[config.mk]
export PLATFORM = sky130hd
export DESIGN_NAME = sram_dma
export DESIGN_NICKNAME = d
export VERILOG_FILES = /design/src/rtl/sram_dma_pkg.sv /design/src/rtl/sram_req_port.sv /design/src/rtl/sram_dma.sv
export SDC_FILE = /design/constraint.sdc
export NUM_CORES = 1
export LEC_CHECK = 0
export CAP_MARGIN = 15
export CORE_AREA = 4 4 178 180
export CTS_BUF_LIST = sky130_fd_sc_hd__clkbuf_16
export CTS_CLUSTER_DIAMETER = 30
export DETAILED_ROUTE_END_ITERATION = 7
export DIE_AREA = 0 0 182 184
export HOLD_SLACK_MARGIN = 0.1
export PLACE_DENSITY = 0.49
export SETUP_SLACK_MARGIN = 0.2
export SYNTH_ARGS = -nofsm -noshare
export SYNTH_HDL_FRONTEND = slang
export SYNTH_SLANG_ARGS = --single-unit
export TNS_END_PERCENT = 1
[constraint.sdc]
create_clock -name clk50m -period 4.3 [get_ports clk50m]
set_input_delay 0.645 -clock clk50m [delete_from_list [all_inputs] [get_ports clk50m]]
set_output_delay 0.645 -clock clk50m [all_outputs]
set_load 0.01 [all_outputs]
[src/rtl/sram_dma_pkg.sv]
// Shared widths, mode encodings and state types for the SRAM block-copy/fill engine.
package sram_dma_pkg;

    localparam int unsigned ADDR_W = 19;
    localparam int unsigned LEN_W  = 20;

    localparam logic MODE_COPY = 1'b0;
    localparam logic MODE_FILL = 1'b1;

    typedef enum logic [2:0] {
        IDLE, RD_REQ, RD_WAIT, RD_GAP, WR_REQ, WR_WAIT, WR_GAP, DONE
    } dma_state_e;

    typedef enum logic [1:0] {
        PH_IDLE, PH_REQ, PH_WAIT, PH_GAP
    } port_phase_e;

    // Sequencer label for the direction currently owned by the request port.
    function automatic dma_state_e track_state(input port_phase_e ph, input logic is_wr,
                                               input dma_state_e cur);
        case (ph)
            PH_REQ:  return is_wr ? WR_REQ : RD_REQ;
            PH_WAIT: return is_wr ? WR_WAIT : RD_WAIT;
            PH_GAP:  return is_wr ? WR_GAP : RD_GAP;
            default: return cur;
        endcase
    endfunction

endpackage

[src/rtl/sram_req_port.sv]
// One rd/wr strobe transaction against the arbiter's ack handshake, with per-phase
// timeout and a trailing strobe-low gap.
module sram_req_port
    import sram_dma_pkg::*;
#(
    parameter int unsigned TIMEOUT = 64,
    parameter int unsigned GAP     = 1
) (
    input  logic              clk50m,
    input  logic              reset,
    input  logic              i_go,
    input  logic              i_is_write,
    input  logic [ADDR_W-1:0] i_addr,
    input  logic [7:0]        i_wdata,
    input  logic              i_ack,
    input  logic [7:0]        i_rdata,
    output logic [ADDR_W-1:0] o_addr,
    output logic [7:0]        o_wdata,
    output logic              o_rd,
    output logic              o_wr,
    output logic [7:0]        o_rdata,
    output port_phase_e       o_phase,
    output logic              o_fin,
    output logic              o_tmo
);

    localparam int unsigned TW = $clog2(TIMEOUT + 1);
    localparam int unsigned GW = (GAP > 1) ? $clog2(GAP + 1) : 1;

    port_phase_e       r_phase, w_phase_nx;
    logic [ADDR_W-1:0] r_addr, w_addr_nx;
    logic [7:0]        r_wdata, w_wdata_nx;
    logic [7:0]        r_rdata, w_rdata_nx;
    logic              r_is_write, w_is_write_nx;
    logic              r_rd, w_rd_nx;
    logic              r_wr, w_wr_nx;
    logic [TW-1:0]     r_cnt, w_cnt_nx;
    logic [GW-1:0]     r_gcnt, w_gcnt_nx;
    logic              r_fin, w_fin_nx;
    logic              r_tmo, w_tmo_nx;
    logic              w_strobe;
    logic              w_tmo_hit;
    logic              w_abort;

    assign w_strobe  = r_rd | r_wr;
    // >= so a strobe asserted on the last allowed cycle still aborts on the next one.
    assign w_tmo_hit = (r_cnt >= TW'(TIMEOUT - 1));

    always_comb begin
        w_phase_nx    = r_phase;
        w_addr_nx     = r_addr;
        w_wdata_nx    = r_wdata;
        w_is_write_nx = r_is_write;
        w_rdata_nx    = r_rdata;
        w_rd_nx       = r_rd;
        w_wr_nx       = r_wr;
        w_cnt_nx      = r_cnt + TW'(1);
        w_gcnt_nx     = r_gcnt;
        w_fin_nx      = 1'b0;
        w_tmo_nx      = 1'b0;
        w_abort       = 1'b0;
        case (r_phase)
            PH_IDLE: begin
                w_cnt_nx = '0;
                if (i_go) begin
                    w_addr_nx     = i_addr;
                    w_wdata_nx    = i_wdata;
                    w_is_write_nx = i_is_write;
                    w_phase_nx    = PH_REQ;
                end
            end
            PH_REQ: begin
                if (w_strobe && !i_ack) begin
                    w_phase_nx = PH_WAIT;
                    w_cnt_nx   = '0;
                end else if (!w_strobe && i_ack) begin
                    w_rd_nx = !r_is_write;
                    w_wr_nx = r_is_write;
                end else if (w_tmo_hit) begin
                    w_abort = 1'b1;
                end
            end
            PH_WAIT: begin
                if (i_ack) begin
                    if (r_rd) begin
                        w_rdata_nx = i_rdata;
                    end
                    w_rd_nx    = 1'b0;
                    w_wr_nx    = 1'b0;
                    w_gcnt_nx  = '0;
                    w_phase_nx = PH_GAP;
                end else if (w_tmo_hit) begin
                    w_abort = 1'b1;
                end
            end
            PH_GAP: begin
                w_cnt_nx = '0;
                if (r_gcnt == GW'(GAP - 1)) begin
                    w_fin_nx   = 1'b1;
                    w_phase_nx = PH_IDLE;
                end else begin
                    w_gcnt_nx = r_gcnt + GW'(1);
                end
            end
            default: w_phase_nx = PH_IDLE;
        endcase
        if (w_abort) begin
            w_rd_nx    = 1'b0;
            w_wr_nx    = 1'b0;
            w_tmo_nx   = 1'b1;
            w_phase_nx = PH_IDLE;
        end
    end

    always_ff @(posedge clk50m) begin
        if (reset) begin
            r_phase    <= PH_IDLE;
            r_addr     <= '0;
            r_wdata    <= '0;
            r_rdata    <= '0;
            r_is_write <= 1'b0;
            r_rd       <= 1'b0;
            r_wr       <= 1'b0;
            r_cnt      <= '0;
            r_gcnt     <= '0;
            r_fin      <= 1'b0;
            r_tmo      <= 1'b0;
        end else begin
            r_phase    <= w_phase_nx;
            r_addr     <= w_addr_nx;
            r_wdata    <= w_wdata_nx;
            r_rdata    <= w_rdata_nx;
            r_is_write <= w_is_write_nx;
            r_rd       <= w_rd_nx;
            r_wr       <= w_wr_nx;
            r_cnt      <= w_cnt_nx;
            r_gcnt     <= w_gcnt_nx;
            r_fin      <= w_fin_nx;
            r_tmo      <= w_tmo_nx;
        end
    end

    assign o_addr  = r_addr;
    assign o_wdata = r_wdata;
    assign o_rd    = r_rd;
    assign o_wr    = r_wr;
    assign o_rdata = r_rdata;
    assign o_phase = r_phase;
    assign o_fin   = r_fin;
    assign o_tmo   = r_tmo;

endmodule

[src/rtl/sram_dma.sv]
// Block copy / fill engine for SRAM arbiter port 1; sequences byte transactions and
// owns the address and length counters.
module sram_dma
    import sram_dma_pkg::*;
#(
    parameter int unsigned TIMEOUT = 64,
    parameter int unsigned GAP     = 1
) (
    input  logic              clk50m,
    input  logic              reset,
    input  logic              i_start,
    input  logic              i_mode,
    input  logic [ADDR_W-1:0] i_src_addr,
    input  logic [ADDR_W-1:0] i_dst_addr,
    input  logic [LEN_W-1:0]  i_len,
    input  logic [7:0]        i_fill_byte,
    output logic              o_busy,
    output logic              o_done,
    output logic              o_err,
    output logic [ADDR_W-1:0] o_addr,
    output logic [7:0]        o_wdata,
    input  logic [7:0]        i_rdata,
    output logic              o_rd,
    output logic              o_wr,
    input  logic              i_ack
);

    dma_state_e        r_state, w_state_nx;
    logic              r_mode, w_mode_nx;
    logic [ADDR_W-1:0] r_src, w_src_nx;
    logic [ADDR_W-1:0] r_dst, w_dst_nx;
    logic [LEN_W-1:0]  r_rem, w_rem_nx;
    logic [7:0]        r_fill, w_fill_nx;
    logic              r_busy, w_busy_nx;
    logic              r_done, w_done_nx;
    logic              r_err, w_err_nx;

    logic              w_go;
    logic              w_go_wr;
    logic [ADDR_W-1:0] w_go_addr;
    logic [7:0]        w_go_wdata;
    logic [7:0]        w_rbyte;
    port_phase_e       w_phase;
    logic              w_fin;
    logic              w_tmo;
    logic [ADDR_W-1:0] w_src_inc;
    logic [ADDR_W-1:0] w_dst_inc;

    assign w_src_inc = r_src + ADDR_W'(1);
    assign w_dst_inc = r_dst + ADDR_W'(1);

    always_comb begin
        w_state_nx = r_state;
        w_mode_nx  = r_mode;
        w_src_nx   = r_src;
        w_dst_nx   = r_dst;
        w_rem_nx   = r_rem;
        w_fill_nx  = r_fill;
        w_busy_nx  = r_busy;
        w_err_nx   = r_err;
        w_done_nx  = 1'b0;
        w_go       = 1'b0;
        w_go_wr    = r_mode;
        w_go_addr  = r_src;
        w_go_wdata = r_fill;
        case (r_state)
            IDLE, DONE: begin
                w_state_nx = IDLE;
                w_busy_nx  = 1'b0;
                if (i_start) begin
                    w_mode_nx = i_mode;
                    w_src_nx  = i_src_addr;
                    w_dst_nx  = i_dst_addr;
                    w_rem_nx  = i_len;
                    w_fill_nx = i_fill_byte;
                    w_err_nx  = 1'b0;
                    if (i_len == '0) begin
                        w_done_nx  = 1'b1;
                        w_state_nx = DONE;
                    end else begin
                        w_busy_nx  = 1'b1;
                        w_go       = 1'b1;
                        w_go_wr    = i_mode;
                        w_go_addr  = (i_mode == MODE_FILL) ? i_dst_addr : i_src_addr;
                        w_go_wdata = i_fill_byte;
                        w_state_nx = (i_mode == MODE_FILL) ? WR_REQ : RD_REQ;
                    end
                end
            end
            RD_REQ, RD_WAIT, RD_GAP: begin
                if (w_tmo) begin
                    w_err_nx   = 1'b1;
                    w_done_nx  = 1'b1;
                    w_busy_nx  = 1'b0;
                    w_state_nx = DONE;
                end else if (w_fin) begin
                    w_go       = 1'b1;
                    w_go_wr    = 1'b1;
                    w_go_addr  = r_dst;
                    w_go_wdata = w_rbyte;
                    w_state_nx = WR_REQ;
                end else begin
                    w_state_nx = track_state(w_phase, 1'b0, r_state);
                end
            end
            WR_REQ, WR_WAIT, WR_GAP: begin
                if (w_tmo) begin
                    w_err_nx   = 1'b1;
                    w_done_nx  = 1'b1;
                    w_busy_nx  = 1'b0;
                    w_state_nx = DONE;
                end else if (w_fin) begin
                    w_src_nx = w_src_inc;
                    w_dst_nx = w_dst_inc;
                    w_rem_nx = r_rem - LEN_W'(1);
                    if (r_rem == LEN_W'(1)) begin
                        w_done_nx  = 1'b1;
                        w_busy_nx  = 1'b0;
                        w_state_nx = DONE;
                    end else begin
                        w_go       = 1'b1;
                        w_go_wr    = r_mode;
                        w_go_addr  = (r_mode == MODE_FILL) ? w_dst_inc : w_src_inc;
                        w_go_wdata = r_fill;
                        w_state_nx = (r_mode == MODE_FILL) ? WR_REQ : RD_REQ;
                    end
                end else begin
                    w_state_nx = track_state(w_phase, 1'b1, r_state);
                end
            end
            default: w_state_nx = IDLE;
        endcase
    end

    always_ff @(posedge clk50m) begin
        if (reset) begin
            r_state <= IDLE;
            r_mode  <= MODE_COPY;
            r_src   <= '0;
            r_dst   <= '0;
            r_rem   <= '0;
            r_fill  <= '0;
            r_busy  <= 1'b0;
            r_done  <= 1'b0;
            r_err   <= 1'b0;
        end else begin
            r_state <= w_state_nx;
            r_mode  <= w_mode_nx;
            r_src   <= w_src_nx;
            r_dst   <= w_dst_nx;
            r_rem   <= w_rem_nx;
            r_fill  <= w_fill_nx;
            r_busy  <= w_busy_nx;
            r_done  <= w_done_nx;
            r_err   <= w_err_nx;
        end
    end

    sram_req_port #(
        .TIMEOUT (TIMEOUT),
        .GAP     (GAP)
    ) u_port (
        .clk50m     (clk50m),
        .reset      (reset),
        .i_go       (w_go),
        .i_is_write (w_go_wr),
        .i_addr     (w_go_addr),
        .i_wdata    (w_go_wdata),
        .i_ack      (i_ack),
        .i_rdata    (i_rdata),
        .o_addr     (o_addr),
        .o_wdata    (o_wdata),
        .o_rd       (o_rd),
        .o_wr       (o_wr),
        .o_rdata    (w_rbyte),
        .o_phase    (w_phase),
        .o_fin      (w_fin),
        .o_tmo      (w_tmo)
    );

    assign o_busy = r_busy;
    assign o_done = r_done;
    assign o_err  = r_err;

endmodule

# [Yosys cells after proc, flatten, opt, wreduce, memory -nomap -nowiden]
# Cells that the tools add are included.
# W data, S select, Z words.
[word_totals] in_bits=79 elab_cells=172 reg_bits=123 out_inout_bits=32
[classes] reduce_logical=28 bitwise_logic=2 n_lt_le_gt_ge=1 n_eq_ne=26 muxes=90 addsub=5
[ops] op="$mux W19" n=15
[ops] op="$pmux W19 S2" n=2
[ops] op="$mux W20" n=3
[ops] op="$pmux W19 S3" n=1
[ops] op="$pmux W20 S2" n=1
[ops] op="$add A19 B1 Y19 const B" n=2
[ops] op="$mux W1" n=35
[ops] op="$mux W8" n=4
[ops] op="$mux W3" n=9
[ops] op="$pmux W3 S3" n=3
[ops] op="$pmux W8 S3" n=1
[ops] op="$eq A20 B1 Y1 const B" n=1
[ops] op="$logic_not A20 Y1" n=1
[ops] op="$sub A20 B1 Y20 const B" n=1
[ops] op="$pmux W7 S2" n=1
[ops] op="$eq A3 B3 Y1 const B" n=4
[ops] op="$ne A2 B1 Y1 const B" n=6
[ops] op="$ne A6 B1 Y1 const B" n=2
[ops] op="$pmux W1 S3" n=4
[ops] op="$reduce_and A4 Y1" n=3
[ops] op="$ne A2 B2 Y1 const B" n=5
[ops] op="$pmux W1 S2" n=5
[ops] op="$reduce_and A2 Y1" n=5
[ops] op="$mux W2" n=4
[ops] op="22 further kinds" n=34

# [Depth between registers and ports, before layout]
[logic_depth] word_depth=7 ltp_mapped=9 ltp_nobuf=8

# [Cells and area by module]
# A second synthesis with hierarchy kept.
[unflattened] cells_unflattened=1069 hier_area_um2=7662.3
[by_module_without_submodules] module="sram_dma" n_inst=1 cells_per_inst=852 area_per_inst_um2=5795.6 seq_area_each_um2=1461.4
[by_module_without_submodules] module="sram_req_port" n_inst=1 cells_per_inst=217 area_per_inst_um2=1866.8 seq_area_each_um2=980.9

# [Worst setup path after synthesis]
# No wires, ideal clock.
[synth_timing] path_kind="in2reg" startpoint="in i_len[3]" endpoint="reg u_port.r_addr[10] (netlist: u_port.o_addr[10])" arrival_ns=1.997 path_slack_ns=2.168 required_time_ns=4.165 stages=7 setup_ns=0.135 n_path_buf=1 path_cell_list="nor4_1 > nand3_1 > o21ai_2 > clkbuf_1 > nor2_1 > a221oi_1 > a211oi_1"
[synth_via] elab_chain_cells=5 word_cells_on_any_way=8 classes_between="mux: 6; reduce/logical: 2"
[synth_lines] item="from (decl)" line="sram_dma.sv:15" text="input logic [LEN_W-1:0] i_len,"
[synth_lines] item="$logic_not A20 Y1 (*)" line="sram_dma.sv:77" text="if (i_len == '0) begin"
[synth_lines] item="$mux W1" line="sram_dma.sv:77"
[synth_lines] item="$mux W1" line="sram_dma.sv:70" text="if (i_start) begin"
[synth_lines] item="$pmux W1 S3" line="sram_dma.sv:66" text="case (r_state)"
[synth_lines] item="$reduce_and A2 Y1 (no source line)"
[synth_lines] item="to (signal assigned)" line="sram_req_port.sv:130" text="r_addr <= w_addr_nx;"
[synth_lines] item="to (decl)" line="sram_req_port.sv:31" text="logic [ADDR_W-1:0] r_addr, w_addr_nx;"
# Every way passes the cells marked *; elsewhere a longest branch is shown, timed or not.
# A chain may end at the register's enable or synchronous reset.

# [Worst setup path in the final report]
[layout_timing] startpoint="reg u_port.r_tmo (netlist: u_port.o_tmo)" endpoint="reg u_port.r_is_write"
[layout_via] elab_chain_cells=3 word_cells_on_any_way=6 classes_between="mux: 5; reduce/logical: 1"
[layout_lines] item="from (decl)" line="sram_req_port.sv:40" text="logic r_tmo, w_tmo_nx;"
[layout_lines] item="from (signal assigned)" line="sram_req_port.sv:139" text="r_tmo <= w_tmo_nx;"
[layout_lines] item="$mux W1 (on tied branches)" line="sram_dma.sv:107, sram_dma.sv:91"
[layout_lines] item="$pmux W1 S3" line="sram_dma.sv:66"
[layout_lines] item="$reduce_and A2 Y1 (no source line)"
[layout_lines] item="to (signal assigned)" line="sram_req_port.sv:133" text="r_is_write <= w_is_write_nx;"
[layout_lines] item="to (decl)" line="sram_req_port.sv:34" text="logic r_is_write, w_is_write_nx;"
# Parallel ways exist; a longest one is shown, timed or not.

==> run metrics <==
status=finished clean; DR top layer=met5; Post-Syn Area=7450 sq um; DR WL met3=1450 um; Area Growth Syn to Fin=27.5%; Max-cap violations=0; first drt pass iteration count=5; Post-CTS Resized=0; clock transition at the registers of the reported paths=0.06 ns; TNS Setup=0 ns; I/O pin total=111; Multi-input gate area=4640 sq um; period utilisation layout=0.701; Post-Syn Area per Cell=7.48 sq um; vias=7780; number of synthesized flops with an enable pin=0; # rows=64; share of cells above drive strength 1=0.0765; YS warnings=0; DP HPWL=19300 um; starting density of the core=0.247; Hold Path Class=reg2reg; required time worst endpoint=4.63 ns; met2 wire length=13500 um; Die Height=184 um; worst reg2reg path depth=8; RSZ-0062 raised after global routing=no; synth unique cells=67; Root Buffer Master=clkbuf_16; Syn Inst Count=996; Final ANT Viol Nets=0; Met1 Wirelength=12300 um; Final min period=3.01 ns; Synth Net Count=1084; Area after DPL=8870 sq um; drt wl/cell=18.9 um; Clock Skew=0.0117 ns; Slew Viols, Final=0; CP startpoint kind=flop; setup repair bufs after CTS=0; dominant synthesized flop cell=dfxtp_1; vias in the first global route=7338; R2R Path Start=u_port.o_tmo$_SDFF_PP0_; initial antenna violation count=1; register area share after synthesis=0.328; critical path class=reg2reg; CTS tree=yes; H-tree depth=4; Worst-Skew Late Latency=0.43 ns; Die Area=33500 sq um; Hold Fails Final Rpt=0; RR Endpoint=u_port.r_is_write$_SDFFE_PP0P_; CORE AREA=30200 sq um; leak pwr=3.31 nW; Finish-stage setup viols=0; Power Density=534 nW/um^2; Clock Sinks=122; Worst Hold Path EP=r_fill[6]$_SDFFE_PP0P_; Async S/R FF share, synth=0; Crit. End Element=flop; DRT iter0 DRCs=613; gr ovfl total=0; crit path DAT=3.35 ns; maximum fanout count along the critical path=26; Max Clk Rate=332 MHz; gpl congestion=0.802; peak supply drop=0.306 mV; reg2reg setup slack=1.29 ns; FILL cells=3188; Num CTS Buffers=17; Die X=182 um; vias per cell=5.30; max_slew headroom=0.266; Slew @ Worst Pin=1.10 ns; largest net degree at the start of global routing=78; PortBufs=110; Final Instance Area=9500 sq um; Clock Path Buffers=2; Post-Route WL=27700 um; DR DRC count=0; cts hold-fix bufs=0; Layout Nets=1148; Hold Crit Start=r_fill[6]$_SDFFE_PP0P_; synthesis-stage register bit count=122; total track usage=0.162; worst hold stages=2; n_diodes=0; Sequential Area=2440 sq um; first-pass GRT wire length=43000 um
## per-stage QoR
step                power, mW  setup WS [ns]  hold slack [ns]  std cells   util
floorplan                2.78           2.17            0.436        996      -
global placement         3.51           1.13            0.444       1437  0.294
detailed placement       3.52           1.13            0.447       1437  0.294
CTS                      5.12           1.31            0.456       1468  0.315
global route             5.39           1.09            0.479       1468  0.315
finish                   5.08           1.29            0.454       1468  0.315
## power by group
group          total, mW  internal [mW]  switching (mW)
logic               1.84          0.765            1.08
clock network       1.58           1.02           0.557
registers           1.66           1.37           0.290
## final cells by class
class | count | share of cell area
repair buffers | 127 | 0.129
clock buffers | 17 | 0.0448
well taps | 396 | 0.0522
flip-flops and latches | 122 | 0.257
clock inverters | 14 | 0.0215
multi-input cells | 775 | 0.489
inverters | 17 | 0.00672
## logic make-up after synthesis
family / after synthesis / synth area share
AND/OR/NAND/NOR: 377 / 0.238
multiplexers: 31 / 0.0440
adder cells (fa/ha/maj): 9 / 0.0151
flip-flops: 122 / 0.328
AO/OA/AOI/OAI: 331 / 0.290
XOR/XNOR: 27 / 0.0317
buffers and inverters: 99 / 0.0535
## layout by cell type, fill, tap and decap left out, drive strengths merged, types with 5 or more instances in the layout
cell             n
o221a            6
nor3            25
nand2          108
a311oi          11
bufinv           5
and2             6
dfxtp          122
a211oi          27
o21ai           96
xnor2            9
nor4            14
a2bb2oi         11
inv             17
and4             7
a22o            10
mux2            14
a22oi           21
o22ai           10
a221oi          14
o31ai            8
a21oi           75
mux2i           17
and3            15
clkinv           7
clkbuf          17
clkdlybuf4s50  109
nand3           35
o211ai          10
ha               9
a31oi           15
buf             18
nand4           14
xor2            18
nor2           130
## state kept, by name (all words and copies together), names as in the netlist, 2 cells and up
signal and count:
r_dst 19, r_fill 8, r_rem 20, r_src 19
r_state 3, u_port.o_addr 19, u_port.o_phase 2, u_port.o_rdata 8
u_port.o_wdata 8, u_port.r_cnt 7
## worst max path at each step
stage                     cells past startpoint                             end               startpoint
final                                         8  u_port.r_is_write$_SDFFE_PP0P_  u_port.o_tmo$_SDFF_PP0_
after global routing                          8  u_port.o_addr[17]$_SDFFE_PP0P_  u_port.o_tmo$_SDFF_PP0_
after CTS                                     8  u_port.r_is_write$_SDFFE_PP0P_  u_port.o_tmo$_SDFF_PP0_
after detailed placement                      7  u_port.o_wdata[4]$_SDFFE_PP0P_                 i_len[3]
after global placement                        7  u_port.o_wdata[0]$_SDFFE_PP0P_                 i_len[3]
after floorplan                               7  u_port.o_addr[10]$_SDFFE_PP0P_                 i_len[3]
## worst max-delay path, stage by stage (launching register included)
cell	delay (ns)
dfxtp_1	0.40
nand2b_1	0.44
nor3_2	0.34
o31ai_4	0.10
buf_4	0.26
a21oi_2	0.64
buf_4	0.40
nor2_1	0.08
a311oi_2	0.25
## cells in the mapped netlist, types with 4 or more instances
cell       count  area share
xor2_1        18       0.021
dfxtp_1      122        0.33
a22o_1        10       0.012
mux2_2        14       0.021
a221oi_1      14       0.016
buf_2         15       0.010
a311oi_1      10       0.012
mux2i_1       17       0.023
and4_1         7      0.0082
o22ai_1       10      0.0084
nor4_1        13       0.011
nand2_1      108       0.054
nor3_1        21       0.014
a21oi_1       74       0.050
a211oi_1      27       0.027
and3_1        15       0.013
nand3_1       35       0.024
o21ai_0       88       0.059
nand4_1       14       0.012
or4_1          4      0.0040
and2_1         6      0.0050
o211ai_1       9      0.0091
a2bb2oi_1     11       0.013
inv_1         17      0.0086
clkbuf_1      64       0.032
o31ai_1        7      0.0071
o221a_1        5      0.0076
a22oi_1       21       0.021
nor2_1       130       0.065
xnor2_1        9       0.011
a31oi_1       15       0.013
ha_1           9       0.015
o21ai_1        7      0.0047
## layer usage
metal,vias up,track usage
met3,30,0.0305
met1,3705,0.214
met4,2,0.0402
met5,-,0
li1,3801,-
met2,242,0.274
Note: power is estimated with default switching activity, not from simulation.
